--- src/rtl/keypad_scan.sv ---
// 4x4 matrix keypad reader: drives one active-low column per slot, snapshots the
// active-low rows into a 16-key image per scan, debounces whole scans, reports single keys.
module keypad_scan #(
  parameter int SCAN_DIV = 50_000,
  parameter int DB_SCANS = 4
) (
  input  logic       clk,
  input  logic       reset,
  input  logic [3:0] row,
  output logic [3:0] col,
  output logic [3:0] key,
  output logic       key_valid,
  output logic       pressed
);

  localparam int SW = (SCAN_DIV > 1) ? $clog2(SCAN_DIV) : 1;
  localparam int DW = (DB_SCANS > 0) ? $clog2(DB_SCANS + 1) : 1;
  localparam logic [SW-1:0] SLOT_LAST = SW'(SCAN_DIV - 1);
  localparam logic [DW-1:0] DB_LAST   = DW'(DB_SCANS - 1);

  typedef enum logic [1:0] {
    CLS_NONE   = 2'd0,
    CLS_SINGLE = 2'd1,
    CLS_MULTI  = 2'd2
  } cls_e;

  logic [3:0]    row_s1_q, row_s2_q;
  logic [SW-1:0] slot_q, slot_d;
  logic [1:0]    col_idx_q, col_idx_d;
  logic [3:0]    col_q, col_d;
  logic [15:0]   snap_q, snap_d;
  logic          scan_done_q, scan_done_d;
  cls_e          cls_q, cls_d;
  logic [3:0]    cls_code_q, cls_code_d;
  logic          cls_valid_q, cls_valid_d;
  cls_e          cand_q, cand_d;
  logic [3:0]    cand_code_q, cand_code_d;
  logic [DW-1:0] db_cnt_q, db_cnt_d;
  cls_e          acc_q, acc_d;
  logic [3:0]    acc_code_q, acc_code_d;
  logic [3:0]    key_q, key_d;
  logic          key_valid_q, key_valid_d;
  logic          pressed_q, pressed_d;
  logic [5:0]    cls_word_s;

  function automatic logic [3:0] key_code(input logic [3:0] idx);
    case (idx)
      4'd0:  key_code = 4'h1;
      4'd1:  key_code = 4'h2;
      4'd2:  key_code = 4'h3;
      4'd3:  key_code = 4'hA;
      4'd4:  key_code = 4'h4;
      4'd5:  key_code = 4'h5;
      4'd6:  key_code = 4'h6;
      4'd7:  key_code = 4'hB;
      4'd8:  key_code = 4'h7;
      4'd9:  key_code = 4'h8;
      4'd10: key_code = 4'h9;
      4'd11: key_code = 4'hC;
      4'd12: key_code = 4'h0;
      4'd13: key_code = 4'hF;
      4'd14: key_code = 4'hE;
      default: key_code = 4'hD;
    endcase
  endfunction

  // Snapshot bit index is row*4 + column; returns {class, code}.
  function automatic logic [5:0] classify(input logic [15:0] snap);
    logic [4:0] n;
    logic [3:0] idx;
    n   = 5'd0;
    idx = 4'd0;
    for (int i = 15; i >= 0; i--) begin
      if (snap[i]) begin
        n   = n + 5'd1;
        idx = 4'(i);
      end
    end
    if (n == 5'd0) begin
      classify = {CLS_NONE, 4'd0};
    end else if (n == 5'd1) begin
      classify = {CLS_SINGLE, key_code(idx)};
    end else begin
      classify = {CLS_MULTI, 4'd0};
    end
  endfunction

  assign cls_word_s = classify(snap_q);

  always_comb begin
    slot_d      = (slot_q == SLOT_LAST) ? {SW{1'b0}} : slot_q + SW'(1);
    col_idx_d   = col_idx_q;
    col_d       = col_q;
    snap_d      = snap_q;
    scan_done_d = 1'b0;
    if (slot_q == SLOT_LAST) begin
      for (int r = 0; r < 4; r++) begin
        snap_d[{2'(r), col_idx_q}] = ~row_s2_q[r];
      end
      col_idx_d   = col_idx_q + 2'd1;
      col_d       = {col_q[2:0], col_q[3]};
      scan_done_d = (col_idx_q == 2'd3);
    end else begin
      scan_done_d = 1'b0;
    end

    cls_valid_d = scan_done_q;
    if (scan_done_q) begin
      cls_d      = cls_e'(cls_word_s[5:4]);
      cls_code_d = cls_word_s[3:0];
    end else begin
      cls_d      = cls_q;
      cls_code_d = cls_code_q;
    end

    cand_d      = cand_q;
    cand_code_d = cand_code_q;
    db_cnt_d    = db_cnt_q;
    acc_d       = acc_q;
    acc_code_d  = acc_code_q;
    key_d       = key_q;
    pressed_d   = pressed_q;
    key_valid_d = 1'b0;
    if (cls_valid_q) begin
      if ((cls_q == cand_q) && (cls_code_q == cand_code_q)) begin
        db_cnt_d = (db_cnt_q == DB_LAST) ? db_cnt_q : db_cnt_q + DW'(1);
      end else begin
        cand_d      = cls_q;
        cand_code_d = cls_code_q;
        db_cnt_d    = {DW{1'b0}};
      end
      // MULTI is never accepted, so roll-over leaves the previous key in place.
      if ((db_cnt_d == DB_LAST) && (cand_d != CLS_MULTI) &&
          ((cand_d != acc_q) || (cand_code_d != acc_code_q))) begin
        acc_d      = cand_d;
        acc_code_d = cand_code_d;
        if (cand_d == CLS_SINGLE) begin
          key_d       = cand_code_d;
          pressed_d   = 1'b1;
          key_valid_d = 1'b1;
        end else begin
          pressed_d   = 1'b0;
        end
      end
    end
  end

  always_ff @(posedge clk) begin
    if (reset) begin
      row_s1_q    <= 4'b1111;
      row_s2_q    <= 4'b1111;
      slot_q      <= {SW{1'b0}};
      col_idx_q   <= 2'd0;
      col_q       <= 4'b1110;
      snap_q      <= 16'd0;
      scan_done_q <= 1'b0;
      cls_q       <= CLS_NONE;
      cls_code_q  <= 4'd0;
      cls_valid_q <= 1'b0;
      cand_q      <= CLS_NONE;
      cand_code_q <= 4'd0;
      db_cnt_q    <= {DW{1'b0}};
      acc_q       <= CLS_NONE;
      acc_code_q  <= 4'd0;
      key_q       <= 4'd0;
      key_valid_q <= 1'b0;
      pressed_q   <= 1'b0;
    end else begin
      row_s1_q    <= row;
      row_s2_q    <= row_s1_q;
      slot_q      <= slot_d;
      col_idx_q   <= col_idx_d;
      col_q       <= col_d;
      snap_q      <= snap_d;
      scan_done_q <= scan_done_d;
      cls_q       <= cls_d;
      cls_code_q  <= cls_code_d;
      cls_valid_q <= cls_valid_d;
      cand_q      <= cand_d;
      cand_code_q <= cand_code_d;
      db_cnt_q    <= db_cnt_d;
      acc_q       <= acc_d;
      acc_code_q  <= acc_code_d;
      key_q       <= key_d;
      key_valid_q <= key_valid_d;
      pressed_q   <= pressed_d;
    end
  end

  assign col       = col_q;
  assign key       = key_q;
  assign key_valid = key_valid_q;
  assign pressed   = pressed_q;

endmodule
--- config.mk ---
export PLATFORM = sky130hd
export DESIGN_NAME = keypad_scan
export DESIGN_NICKNAME = d
export VERILOG_FILES = /design/src/rtl/keypad_scan.sv
export SDC_FILE = /design/constraint.sdc
export NUM_CORES = 1
export LEC_CHECK = 0
export ABC_AREA = 1
export BUFFER_PORTS_ARGS = -buffer_cell sky130_fd_sc_hd__buf_2
export CAP_MARGIN = 30
export CELL_PAD_IN_SITES_DETAIL_PLACEMENT = 1
export CELL_PAD_IN_SITES_GLOBAL_PLACEMENT = 2
export CORE_MARGIN = 2
export CORE_UTILIZATION = 32
export CTS_CLUSTER_DIAMETER = 60
export DETAILED_ROUTE_END_ITERATION = 8
export GPL_TIMING_DRIVEN = 0
export PLACE_DENSITY = 0.85
export SYNTH_ARGS = -nofsm -noshare
export SYNTH_HDL_FRONTEND = slang
export SYNTH_SLANG_ARGS = --single-unit
export TNS_END_PERCENT = 5
--- constraint.sdc ---
create_clock -name clk -period 6.8 [get_ports clk]
set_input_delay 1.36 -clock clk [delete_from_list [all_inputs] [get_ports clk]]
set_output_delay 1.36 -clock clk [all_outputs]
set_load 0.03 [all_outputs]
==> results.py <==
metrics = {
    "critical_path": {
        "critPathLaunchType": "register",
        "critPathSlowestCell": "dfxtp_2",
        "cp.arrival_ns": 7.14,
        "critPathTopFamily": "adder cells",
        "r2r_end": "cls_code_q[2]",
        "path_class": "reg -> reg",
        "required_ns": 7.00,
        "worstReg2RegStart": "snap_q[15]",
        "max_stage_delay_ns": 0.34,
        "crit_buf_inv": 11,
        "path_max_fanout": 5,
        "path_common_cell": "nand2_4",
        "cp-end-kind": "register",
        "r2r_cells": 54,
        "r2r_slack_ns": -0.14,
    },
    "sta": {
        "drv_slew": 0,
        "clock_skew_ns": 0.004896,
        "fin_crit_sh": 1.021,
        "hold_viol": 0,
        "worst_pin_slew_ns": 0.6475,
        "worst_slack_ns": -0.1436,
        "finalCriticalPeriod_ns": 6.944,
        "setup_tns_ns": -0.7415,
        "rsz0062_at_grt": "yes",
        "maxSlewHeadroom": 0.5667,
        "setup_viol": 6,
        "clock.fmax_mhz": 144.0,
    },
    "clock_tree": {
        "cts_root_buf": "clkbuf_16",
        "cts.htree.levels": 3,
        "worstSkewPairLatency_ns": 0.33,
        "cts_buffer_depth": 2,
        "cts_tree": "yes",
        "ctsHoldBuffers": 0,
        "cts_buffers": 9,
        "clk_pin_slew_ns": 0.05,
        "clkSinkCount": 75,
    },
    "layout": {
        "nets": 838,
        "drive_gt1_frac": 0.2277,
        "layoutNonFillerInstCount": 996,
        "n_antenna_cell": 0,
        "regArea_um2": 1504,
        "fillers": 1929,
        "top_regs": "slot_q (16), snap_q (16)",
        "multi_input_area_um2": 3316,
        "area_delta_synth_final_pct": 24.11,
        "postLayoutCellArea_um2": 6120,
    },
    "yosys": {
        "yosys_most_used_dff": "dfxtp_1",
        "synth_cell_types": 42,
        "syn_avg_cell_area_um2": 6.557,
        "yosysWarnings": 0,
        "async_flop_share": 0,
        "synth-edff-count": 0,
        "syn_area_um2": 4931,
        "synthCells": 752,
        "ys_seq_elements": 75,
        "yosysSeqAreaShare": 0.3045,
        "synth_nets": 784,
    },
    "global_route": {
        "busiest_layer": "met2",
        "met2_usage": 0.3102,
        "grt_use_met1": 0.1880,
        "grt_util_all_layers": 0.1641,
        "overflow": 0,
        "grt_pass1_vias": 5018,
        "grt_max_degree": 12,
        "grt_pass1_wl_mm": 22.24,
        "met3_usage": 0.02504,
        "grt_antenna_before_repair": 0,
    },
    "detailed_routing": {
        "drt-vias-per-instance": 4.821,
        "via_count": 4802,
        "drt-total-wl_mm": 12.76,
        "dr.pass1.iters": 5,
        "wire_per_inst_um": 12.81,
        "remaining_drc_errors": 0,
        "ant_nets": 0,
        "drt_iter0_markers": 95,
    },
    "placed_design": {
        "dp_hpwl_mm": 9.691,
        "place_ws_ns": -0.7647,
        "dp_cells": 954,
        "place_area_um2": 5385,
        "port_buffers": 14,
        "gp_congestion": 0.8092,
    },
    "outcome": {
        "run_status": "finished with violations",
        "violations": "setup timing",
    },
    "min_path": {
        "min_to": "row_s2_q[2]",
        "min_path_type": "reg -> reg",
        "min_path_cells": 1,
        "min_from": "row_s1_q[2]",
    },
    "power": {
        "pwr_density_cell_nw_per_um2": 148.4,
        "power_frac_seq": 0.491,
        "leakagePower_uw": 0.003206,
        "power_frac_clock": 0.488,
        "peakVddDrop_mv": 0.1415,
        "fin_total_pwr_uw": 908.1,
        "p_sw_uw": 182.8,
        "p_comb_frac": 0.020,
        "switching_share": 0.2013,
        "internal_power_uw": 725.3,
    },
    "die": {
        "io-pin-count": 16,
        "std_cell_rows": 45,
        "die_height_um": 128.1,
        "die-area_um2": 16420,
        "initial_core_util": 0.3256,
        "die_w_um": 128.1,
        "coreArea_um2": 15150,
    },
    "job": {
        "cap_violations": 0,
    },
}
power by group through the flow:
| stage | Combinational [µW] | Sequential (µW) | Clock [µW] |
|---|---|---|---|
| 6_report | 18.5 | 446 | 444 |
| 5_1_grt | 22.0 | 446 | 475 |
| 4_1_cts | 19.2 | 446 | 457 |
| 3_5_place_dp | 19.1 | 455 | 0 |
| 3_3_place_gp | 18.4 | 455 | 0 |
| 2_1_floorplan | 12.8 | 455 | 0 |
metrics by stage:
stage	utilization	hold slack [ns]
floorplan	-	0.3895
global placement	0.3556	0.3982
detailed placement	0.3556	0.4009
CTS	0.3963	0.4119
global route	0.4040	0.4341
finish	0.4040	0.4107
cell usage after synthesis, types with 2 or more instances:
cell | n | area (µm²)
dfxtp_1 | 75 | 1501
xnor2_1 | 4 | 35.03
o21ai_0 | 26 | 130.1
a21oi_1 | 49 | 245.2
a31oi_1 | 3 | 18.77
nand3_2 | 18 | 180.2
nand2_2 | 42 | 262.8
nor3b_1 | 3 | 22.52
nor3_1 | 9 | 45.04
o211ai_1 | 4 | 30.03
a22oi_1 | 3 | 22.52
nor2_1 | 65 | 244.0
ha_1 | 26 | 325.3
nand2_4 | 2 | 22.52
nand3b_1 | 4 | 30.03
a21boi_0 | 3 | 22.52
or2_2 | 11 | 68.82
nand3_1 | 44 | 220.2
nand2_1 | 191 | 716.9
inv_2 | 5 | 18.77
nand4_1 | 8 | 50.05
xor2_1 | 10 | 87.58
clkbuf_1 | 7 | 26.28
inv_1 | 118 | 442.9
nor4_1 | 5 | 31.28
worst max-delay path by stage:
stage                     from       endpoint  cells past startpoint  slack (ns)
floorplan           snap_q[15]  cls_code_q[0]                     53       -0.07
global placement    snap_q[15]  cls_code_q[0]                     51       -0.51
detailed placement  snap_q[15]  cls_code_q[2]                     51       -0.76
CTS                 snap_q[15]  cls_code_q[2]                     54       -0.36
global route        snap_q[15]       cls_q[1]                     55       -0.48
finish              snap_q[15]  cls_code_q[2]                     54       -0.14
metal layers:
layer / part of all wire / up-vias
met1: 0.45 / 2250
met2: 0.52 / 44
met5: 0 / -
li1: - / 2489
met3: 0.018 / 19
met4: 0.017 / 0
cells by family (layout without fill, tap and decap cells):
| kind of cell | after synthesis | after routing | synth area share |
|---|---|---|---|
| compound gates | 97 | 97 | 0.1096 |
| xor+xnor | 14 | 14 | 0.02487 |
| fa+ha+maj | 26 | 26 | 0.06597 |
| buf+inv | 133 | 189 | 0.1015 |
| flops | 75 | 75 | 0.3045 |
| mux | 1 | 1 | 0.002284 |
| simple gates | 406 | 406 | 0.3913 |
cell usage in the layout (no fill, tap or decap), drive strengths merged, types with 3 or more instances in the layout:
| cell type | count |
|---|---|
| xnor2 | 4 |
| nand4 | 8 |
| dfxtp | 75 |
| a21boi | 4 |
| clkbuf | 17 |
| nand3b | 5 |
| a21oi | 49 |
| o21ai | 26 |
| a31oi | 3 |
| a22oi | 3 |
| nor3 | 9 |
| clkinv | 4 |
| nand2 | 235 |
| nor2 | 66 |
| inv | 123 |
| xor2 | 10 |
| o211ai | 4 |
| nor4 | 5 |
| nor3b | 3 |
| buf | 44 |
| ha | 26 |
| or2 | 12 |
| nand3 | 62 |
timing repair:
action | in CTS | in global routing
gates resized for setup | 31 | 18
buffers inserted | 25 | 4
setup endpoints to repair | 6 | 6
endpoints found under the hold margin | 0 | 0
pin swaps | 36 | 27
final cells by class:
type	instances	area share
inverters	124	0.07647
repair buffers	43	0.04764
clock inverters	4	0.007360
flip-flops and latches	75	0.2458
clock buffers	9	0.03680
well taps	188	0.03844
plain buffers	9	0.005725
multi-input cells	544	0.5418
worst reg2reg max path: cells and delay by family, from the launching register on:
kind	cells	cell delay, ns
AO/OA/AOI/OAI	3	0.37
adder cells (fa/ha/maj)	13	3.06
buffers and inverters	11	0.89
flip-flops	1	0.34
AND/OR/NAND/NOR	27	2.16
Power figures use the tool's default switching activity.
